File: src/rtl/mul_booth_iter_if.sv
// Request/response bundle for mul_booth_iter: operand handshake, flush and product handshake.
interface mul_booth_iter_if;
  logic        mul_valid;
  logic        mul_ready;
  logic        mul_signed;
  logic [63:0] multiplicand;
  logic [63:0] multiplier;
  logic        flush;
  logic        out_valid;
  logic        out_ready;
  logic [63:0] result_hi;
  logic [63:0] result_lo;

  modport master (
    output mul_valid, mul_signed, multiplicand, multiplier, flush, out_ready,
    input  mul_ready, out_valid, result_hi, result_lo
  );

  modport slave (
    input  mul_valid, mul_signed, multiplicand, multiplier, flush, out_ready,
    output mul_ready, out_valid, result_hi, result_lo
  );
endinterface

File: src/rtl/mul_booth_iter.sv
// Iterative radix-4 Booth multiplier, 64x64 -> 128, signed or unsigned, one Booth digit per cycle.
// Optional macro MUL_EARLY_EXIT_EN ends the run once the remaining Booth digits are all zero.
module mul_booth_iter (
  input logic           clk,
  input logic           rst,
  mul_booth_iter_if.slave bus
);

  typedef enum logic [1:0] {IDLE, BUSY, DONE} state_t;

  state_t        state;
  state_t        state_next;
  logic [127:0]  x_reg;
  logic [127:0]  acc;
  logic [127:0]  pp;
  logic [127:0]  acc_sum;
  logic [66:0]   sr;
  logic [66:0]   sr_shift;
  logic [5:0]    count;
  logic [63:0]   res_hi;
  logic [63:0]   res_lo;
  logic          accept;
  logic          last;
  logic [1:0]    ext2;

  assign ext2     = bus.mul_signed ? {2{bus.multiplier[63]}} : 2'b00;
  assign sr_shift = {{2{sr[66]}}, sr[66:2]};
  assign acc_sum  = acc + pp;

`ifdef MUL_EARLY_EXIT_EN
  // All-zero or all-one remainder recodes to zero digits, so the sum is already final.
  assign last = (count == 6'd32) || (sr_shift == 67'd0) || (&sr_shift);
`else
  assign last = (count == 6'd32);
`endif

  always_comb begin
    pp = 128'd0;
    case (sr[2:0])
      3'b001, 3'b010: pp = x_reg;
      3'b011:         pp = x_reg << 1;
      3'b100:         pp = ~(x_reg << 1) + 128'd1;
      3'b101, 3'b110: pp = ~x_reg + 128'd1;
      default:        pp = 128'd0;
    endcase
  end

  always_ff @(posedge clk) begin
    if (rst) state <= IDLE;
    else     state <= state_next;
  end

  always_comb begin
    state_next = state;
    accept     = 1'b0;
    if (bus.flush) begin
      state_next = IDLE;
    end else begin
      case (state)
        IDLE: if (bus.mul_valid) begin
          accept     = 1'b1;
          state_next = BUSY;
        end
        BUSY: if (last) state_next = DONE;
        DONE: if (bus.out_ready) state_next = IDLE;
        default: state_next = IDLE;
      endcase
    end
  end

  always_ff @(posedge clk) begin
    if (rst || bus.flush) begin
      x_reg  <= 128'd0;
      acc    <= 128'd0;
      sr     <= 67'd0;
      count  <= 6'd0;
      res_hi <= 64'd0;
      res_lo <= 64'd0;
    end else if (accept) begin
      x_reg <= bus.mul_signed ? {{64{bus.multiplicand[63]}}, bus.multiplicand}
                              : {64'd0, bus.multiplicand};
      sr    <= {ext2, bus.multiplier, 1'b0};
      acc   <= 128'd0;
      count <= 6'd0;
    end else if (state == BUSY) begin
      acc   <= acc_sum;
      x_reg <= x_reg << 2;
      sr    <= sr_shift;
      count <= count + 6'd1;
      if (last) {res_hi, res_lo} <= acc_sum;
    end
  end

  assign bus.mul_ready = (state == IDLE);
  assign bus.out_valid = (state == DONE);
  assign bus.result_hi = res_hi;
  assign bus.result_lo = res_lo;

endmodule

File: src/flat_wrapper.sv
// flat-port wrapper written by rule: the top's interface ports become plain ports
module mul_booth_iter_flat 
  (clk, rst, bus_mul_valid, bus_mul_signed, bus_multiplicand, bus_multiplier, bus_flush, bus_out_ready, bus_mul_ready, bus_out_valid, bus_result_hi, bus_result_lo);
  mul_booth_iter_if bus_i ();
  input logic clk;
  input logic rst;
  input wire logic [$bits(bus_i.mul_valid)-1:0] bus_mul_valid;
  input wire logic [$bits(bus_i.mul_signed)-1:0] bus_mul_signed;
  input wire logic [$bits(bus_i.multiplicand)-1:0] bus_multiplicand;
  input wire logic [$bits(bus_i.multiplier)-1:0] bus_multiplier;
  input wire logic [$bits(bus_i.flush)-1:0] bus_flush;
  input wire logic [$bits(bus_i.out_ready)-1:0] bus_out_ready;
  output wire logic [$bits(bus_i.mul_ready)-1:0] bus_mul_ready;
  output wire logic [$bits(bus_i.out_valid)-1:0] bus_out_valid;
  output wire logic [$bits(bus_i.result_hi)-1:0] bus_result_hi;
  output wire logic [$bits(bus_i.result_lo)-1:0] bus_result_lo;
  assign bus_i.mul_valid = bus_mul_valid;
  assign bus_i.mul_signed = bus_mul_signed;
  assign bus_i.multiplicand = bus_multiplicand;
  assign bus_i.multiplier = bus_multiplier;
  assign bus_i.flush = bus_flush;
  assign bus_i.out_ready = bus_out_ready;
  assign bus_mul_ready = bus_i.mul_ready;
  assign bus_out_valid = bus_i.out_valid;
  assign bus_result_hi = bus_i.result_hi;
  assign bus_result_lo = bus_i.result_lo;
  mul_booth_iter u_core (.clk(clk), .rst(rst), .bus(bus_i));
endmodule
File: config.mk
export PLATFORM = sky130hd
export DESIGN_NAME = mul_booth_iter_flat
export DESIGN_NICKNAME = d
export VERILOG_FILES = /design/src/rtl/mul_booth_iter_if.sv /design/src/rtl/mul_booth_iter.sv /design/src/flat_wrapper.sv
export SDC_FILE = /design/constraint.sdc
export NUM_CORES = 1
export LEC_CHECK = 0
export CAP_MARGIN = 40
export CORE_MARGIN = 10
export CORE_UTILIZATION = 60
export CTS_BUF_LIST = sky130_fd_sc_hd__clkbuf_16
export DETAILED_ROUTE_END_ITERATION = 7
export PLACE_DENSITY = 0.81
export SETUP_SLACK_MARGIN = 0.05
export SLEW_MARGIN = 20
export SYNTH_ARGS = -nofsm -noshare
export SYNTH_HDL_FRONTEND = slang
export SYNTH_SLANG_ARGS = --single-unit
File: constraint.sdc
create_clock -name clk -period 6.5 [get_ports clk]
set_input_delay 1.3 -clock clk [delete_from_list [all_inputs] [get_ports clk]]
set_output_delay 1.3 -clock clk [all_outputs]
set_load 0.03 [all_outputs]
[Word level (Yosys, flattened, before mapping)]
Index checks and enable logic that the tools add are counted.
Operators by class
  multiply operators: 0
  bitwise logic cells: 3
  divide/modulo/power cells: 0
  magnitude comparators: 0
  shift-type cells: 0
  add/sub/neg operators: 4
  multiplexer cells: 14
  equal/unequal tests: 12
  reductions and logical operators: 9
Operator list (number)
  case mux 128 bit (4 select lines): 1
  two-way mux 128 bit: 3
  adder 128 x 1 -> 128 bit (second input constant): 2
  inverter 128 bit: 2
  adder 128 bit: 1
  two-way mux 67 bit: 1
  two-way mux 66 bit: 1
  == test 3 bit (second input constant): 3
  two-way mux 2 bit: 4
  OR reduction 2 bit: 4
  adder 6 x 1 -> 6 bit (second input constant): 1
  == test 3 x 2 -> 1 bit (second input constant): 2
  == test 6 bit (second input constant): 1
  case mux 2 bit (3 select lines): 1
  AND reduction 3 bit: 2
  inequality test 2 bit (second input constant): 2
  == test 3 x 1 -> 1 bit (second input constant): 1
  two-way mux 1 bit: 3
  == test 2 x 1 -> 1 bit (second input constant): 1
  == test 2 bit (second input constant): 1
  zero test 2 bit: 1
  inequality test 2 x 1 -> 1 bit (second input constant): 1
  nonzero test 2 bit: 1
  logical OR 1 bit: 1
  inverter 1 bit: 1
Word-level totals
  latch bits: 0
  memory bits (writable): 0
  logic and storage cells: 51
  bits in read-only memories: 0
  memories: 0
  flip-flop bits (word level): 459
  output and inout bits: 130
  bits of input ports: 134

[Logic depth before layout (Yosys ltp)]
  word-level depth: 5
  mapped depth: 28
  gate-level depth less buffers: 27

[Worst setup path before layout]
Ideal clock, no wire load.
  path type: register to register
  start point: reg u_core.x_reg[2]
  end point: reg u_core.acc[127]
  path slack: 0.472 ns
  period minus slack after synthesis: 6.028 ns
  buffers on the path: 1
  data required time: 6.378 ns
  library setup time: 0.122 ns
  cell stages (with the launch flop): 25
  arrival: 5.905 ns
  cells stage by stage: dfxtp_1 clkbuf_1 nor4_1 nor4b_2 nand2_1 or3_1 or3_1 nor3_1 nand2_1 nor3_1 nor2_1 xor2_1 a221oi_1 a31oi_1 ha_1 nand2_1 o21ai_0 o211ai_1 o21ai_0 o21ai_0 o21ai_1 a31oi_1 o41ai_1 xor2_1 o21ai_0
On the way
  word-level cells in the longest chain between the ends: 4
  elaborated cells between the ends (all ways): 6
  those cells by class: 3 x add/sub; 1 x mux; 2 x bitwise
Ends and longest elaborated chain
  start: declaration: line mul_booth_iter.sv:13  | logic [127:0] x_reg;
  start signal: assignment: line mul_booth_iter.sv:80  | x_reg <= bus.mul_signed ? {{64{bus.multiplicand[63]}}, bus.multiplicand}
  start signal: assignment: line mul_booth_iter.sv:87  | x_reg <= x_reg << 2;
  inverter 128 bit, on equally long branches: line mul_booth_iter.sv:43, mul_booth_iter.sv:42
  adder 128 x 1 -> 128 bit, on equally long branches: line mul_booth_iter.sv:43, mul_booth_iter.sv:42
  case mux 128 bit (4 select lines) (*): line mul_booth_iter.sv:39  | case (sr[2:0])
  adder 128 bit (*): line mul_booth_iter.sv:28  | assign acc_sum = acc + pp;
  end signal: assignment: line mul_booth_iter.sv:86  | acc <= acc_sum;
  end: declaration: line mul_booth_iter.sv:14  | logic [127:0] acc;
Every way passes the cells marked *; elsewhere a longest branch is shown, timed or not.
A chain may end at the register's enable or synchronous reset.

[Worst setup path after layout]
  start point: reg u_core.x_reg[30]
  end point: reg u_core.res_hi[49] (netlist: u_core.bus.result_hi[49])
On the way
  word-level cells in the longest chain between the ends: 4
  elaborated cells between the ends (all ways): 6
  those cells by class: 3 x add/sub; 1 x mux; 2 x bitwise
Ends and longest elaborated chain
  inverter 128 bit, on equally long branches: line mul_booth_iter.sv:43, mul_booth_iter.sv:42
  adder 128 x 1 -> 128 bit, on equally long branches: line mul_booth_iter.sv:43, mul_booth_iter.sv:42
  case mux 128 bit (4 select lines) (*): line mul_booth_iter.sv:39
  adder 128 bit (*): line mul_booth_iter.sv:28
  end signal: assignment: line mul_booth_iter.sv:90  | if (last) {res_hi, res_lo} <= acc_sum;
  end: declaration: line mul_booth_iter.sv:20  | logic [63:0] res_hi;
Marks and branches as above.

==> results.sh <==
export IMPL_nets=5232
export IMPL_rr_worst_depth=26
export IMPL_synth_top_area_cell="dfxtp_1"
export IMPL_synth_top_family_by_area="compound AO/OA/AOI/OAI gates"
export IMPL_hold_buffers=0
export IMPL_regToRegSetupSlack_ns=0.17
export IMPL_yosys_top_cells_area="dfxtp_1, nand2_1, a21oi_1"
export IMPL_reg2reg_to="u_core.bus.result_hi[49]"
export IMPL_wl_per_cell_um=21.39
export IMPL_fin_crit_sh_pct=97.34
export IMPL_drc=0
export IMPL_initial_core_util_pct=60.50
export IMPL_viasPerCell=6.455
export IMPL_grt_pass1_vias=33640
export IMPL_numCtsBuffers=49
export IMPL_drive_gt1_share_pct=11.61
export IMPL_rows=85
export IMPL_cp_common_cell="buf_4"
export IMPL_final_util_pct=73.53
export IMPL_die_area_um2=63980
export IMPL_synth_compound_area_share_pct=27.33
export IMPL_skew_ns=0.02046
export IMPL_yosys_top_cells_count="nand2_1, a21oi_1, dfxtp_1"
export IMPL_cp_buffers_inverters=4
export IMPL_postSynthAreaPerCell_um2=6.871
export IMPL_setup_violations=0
export IMPL_cp_start_kind="register"
export IMPL_via_count=36820
export IMPL_async_reset_ff_share_pct=0
export IMPL_tightest_slew_ns=1.034
export IMPL_yosysTopAreaCellShare_pct=28.22
export IMPL_grt_usage_pct=36.11
export IMPL_fin_setup_tns_ns=0
export IMPL_cp_slowest_cell="or4_1"
export IMPL_critPathMaxFanout=4
export IMPL_firstDrtPassIters=8
export IMPL_antenna_found_initial=4
export IMPL_synth_most_common_cell="nand2_1"
export IMPL_die_x_um=253.0
export IMPL_maxSlewHeadroom_pct=31.08
export IMPL_postSynthNetCount=5004
export IMPL_cellLeakagePower_nw=14.55
export IMPL_hold_end="u_core.bus.result_lo[43]"
export IMPL_min_path_type="reg -> reg"
export IMPL_worst_ir_drop_vdd_mv=0.1945
export IMPL_cp_end_kind="register"
export IMPL_fmax_mhz=158.1
export IMPL_synth_seq_cells=459
export IMPL_dp_hpwl_um=88110
export IMPL_synth_seq_area_share_pct=28.22
export IMPL_holdWs_ns=0.4513
export IMPL_synth_xor_area_share_pct=8.070
export IMPL_dp_cells=5601
export IMPL_grt_remaining_overflow=0
export IMPL_final_cells=5704
export IMPL_gp_congestion=1.095
export IMPL_slew_violations=0
export IMPL_yosysUniqueCellTypes=77
export IMPL_synthToLayoutAreaGrowth_pct=21.52
export IMPL_cts_num_sinks=459
export IMPL_clk_pin_slew_ns=0.07
export IMPL_hold_viol=0
export IMPL_root_buffer="clkbuf_16"
export IMPL_clk_path_buf_depth=3
export IMPL_min_path_cells=2
export IMPL_synthAdderAreaFrac_pct=5.057
export IMPL_critPathKind="reg -> reg"
export IMPL_cpLargestDelayFamily="simple AND/OR/NAND/NOR gates"
export IMPL_yosysWarnings=0
export IMPL_grt_max_degree=184
export IMPL_synth_edff_count=0
export IMPL_min_period_ns=6.327
export IMPL_synth_area_um2=32560
export IMPL_rsz0062_at_grt="true"
export IMPL_io_buffers=263
export IMPL_synthSimpleGateAreaFrac_pct=25.15
export IMPL_ys_dominant_reg_cell="dfxtp_1"
export IMPL_ant_nets=0
export IMPL_synth_cells=4739
export IMPL_cts_tree="yes"
export IMPL_rr_startpoint="u_core.x_reg[30]"
export IMPL_die_y_um=253.0
export IMPL_io_pins=264
export IMPL_wirelength_um=122000
export IMPL_arrival_ns=6.82
export IMPL_outcome="finished, final reports clean"
export IMPL_required_ns=6.99
export IMPL_cap_viol_max_count=0
export IMPL_slowest_delay_ns=0.59
export IMPL_power_density_nw_per_um2=177.1
export IMPL_coreArea_um2=53810
export IMPL_cts_max_level=2
export IMPL_drt_iter0_drc=4471
export IMPL_grt_pass1_wl_um=187900
export IMPL_hold_start="u_core.bus.result_lo[43]"
export IMPL_synthMuxAreaShare_pct=0.7109
export IMPL_worstSkewPairLatency_ns=0.64
==> layout make-up <==
class / count / area [µm²]
well taps: 696 / 870.8
flip-flops and latches: 459 / 9203
multi-input cells: 3813 / 22410
repair buffers: 593 / 5234
clock inverters: 40 / 400.4
fillers: 4431 / 14250
clock buffers: 50 / 1251
inverters: 51 / 191.4
diodes: 2 / 5.005
==> where the power goes <==
group	switching [mW]	total (mW)	internal (mW)
logic	0.674	1.10	0.426
registers	0.0731	2.93	2.86
clock network	1.29	2.97	1.68
==> logic make-up (layout without fill, tap and decap cells) <==
family,count (synthesis),count (layout)
AOI/OAI and AO/OA,1453,1453
adders and majority gates,131,131
muxes,23,23
other,0,2
and+or+nand+nor,1906,1906
xor gates and xnor gates,300,300
DFF,459,459
buffers and inverters,467,734
==> worst max-delay path by stage <==
stage | cells past startpoint | slack, ns | startpoint | endpoint
after floorplan | 24 | 0.47 | u_core.x_reg[2] | u_core.acc[127]
after global placement | 26 | -0.54 | u_core.x_reg[36] | u_core.bus.result_hi[42]
after detailed placement | 26 | -0.51 | u_core.x_reg[47] | u_core.acc[114]
after CTS | 29 | 0.01 | u_core.x_reg[0] | u_core.bus.result_hi[42]
after global routing | 25 | -0.02 | u_core.x_reg[30] | u_core.acc[122]
final | 26 | 0.17 | u_core.x_reg[30] | u_core.bus.result_hi[49]
==> per-layer routing <==
layer / share of wire [%] / track usage [%]
met1: 41 / 47.77
met2: 44 / 56.03
met3: 11 / 7.412
met4: 4.6 / 15.73
met5: 0.038 / 0
==> through the flow <==
step	power [mW]	worst slack, ns	instance area (µm²)
2_1_floorplan	3.613	0.4724	32560
3_3_place_gp	4.001	-0.5367	37010
3_5_place_dp	4.018	-0.5106	37080
4_1_cts	6.945	0.01382	38840
5_1_grt	7.199	-0.01518	39560
6_report	7.007	0.1731	39570
==> layout by cell type, fill, tap and decap left out, types with 52 or more instances in the layout <==
cell	synthesis	layout
nand2_1	1099	1089
a21oi_1	550	533
dfxtp_1	459	454
nor2_1	376	363
o21ai_0	348	327
buf_4	2	314
clkdlybuf4s50_1	0	263
xnor2_1	156	154
xor2_1	144	143
a311oi_1	125	124
ha_1	130	120
a21o_1	87	87
nand4_1	73	73
nand3_1	68	65
nor3_1	75	64
a22oi_1	57	57
inv_1	51	55
or3_1	57	52
==> timing repair <==
| action | in CTS | in global routing |
|---|---|---|
| buffers inserted | 0 | 10 |
| pin swaps | 7 | 47 |
| resized for setup | 22 | 150 |
| endpoints found under the setup margin | 61 | 126 |
| cloned | 0 | 0 |
==> worst reg2reg max path, stage by stage, from the launching register on <==
cell	delay [ns]
dfxtp_1	0.31
or4_1	0.59
nor4_2	0.16
buf_4	0.17
nand4b_1	0.19
or2_1	0.33
nor2_4	0.18
nand3_1	0.14
or3_1	0.37
nor3_2	0.14
nand2b_1	0.14
xnor2_1	0.10
a221oi_1	0.30
a31oi_1	0.14
ha_1	0.45
buf_4	0.14
nand4_1	0.15
or2_2	0.34
buf_4	0.15
o221a_2	0.27
o221ai_4	0.23
buf_4	0.15
nor2_1	0.05
o21ba_2	0.25
o41ai_2	0.39
xnor2_1	0.23
o21ai_0	0.16
Power figures use the tool's default switching activity.
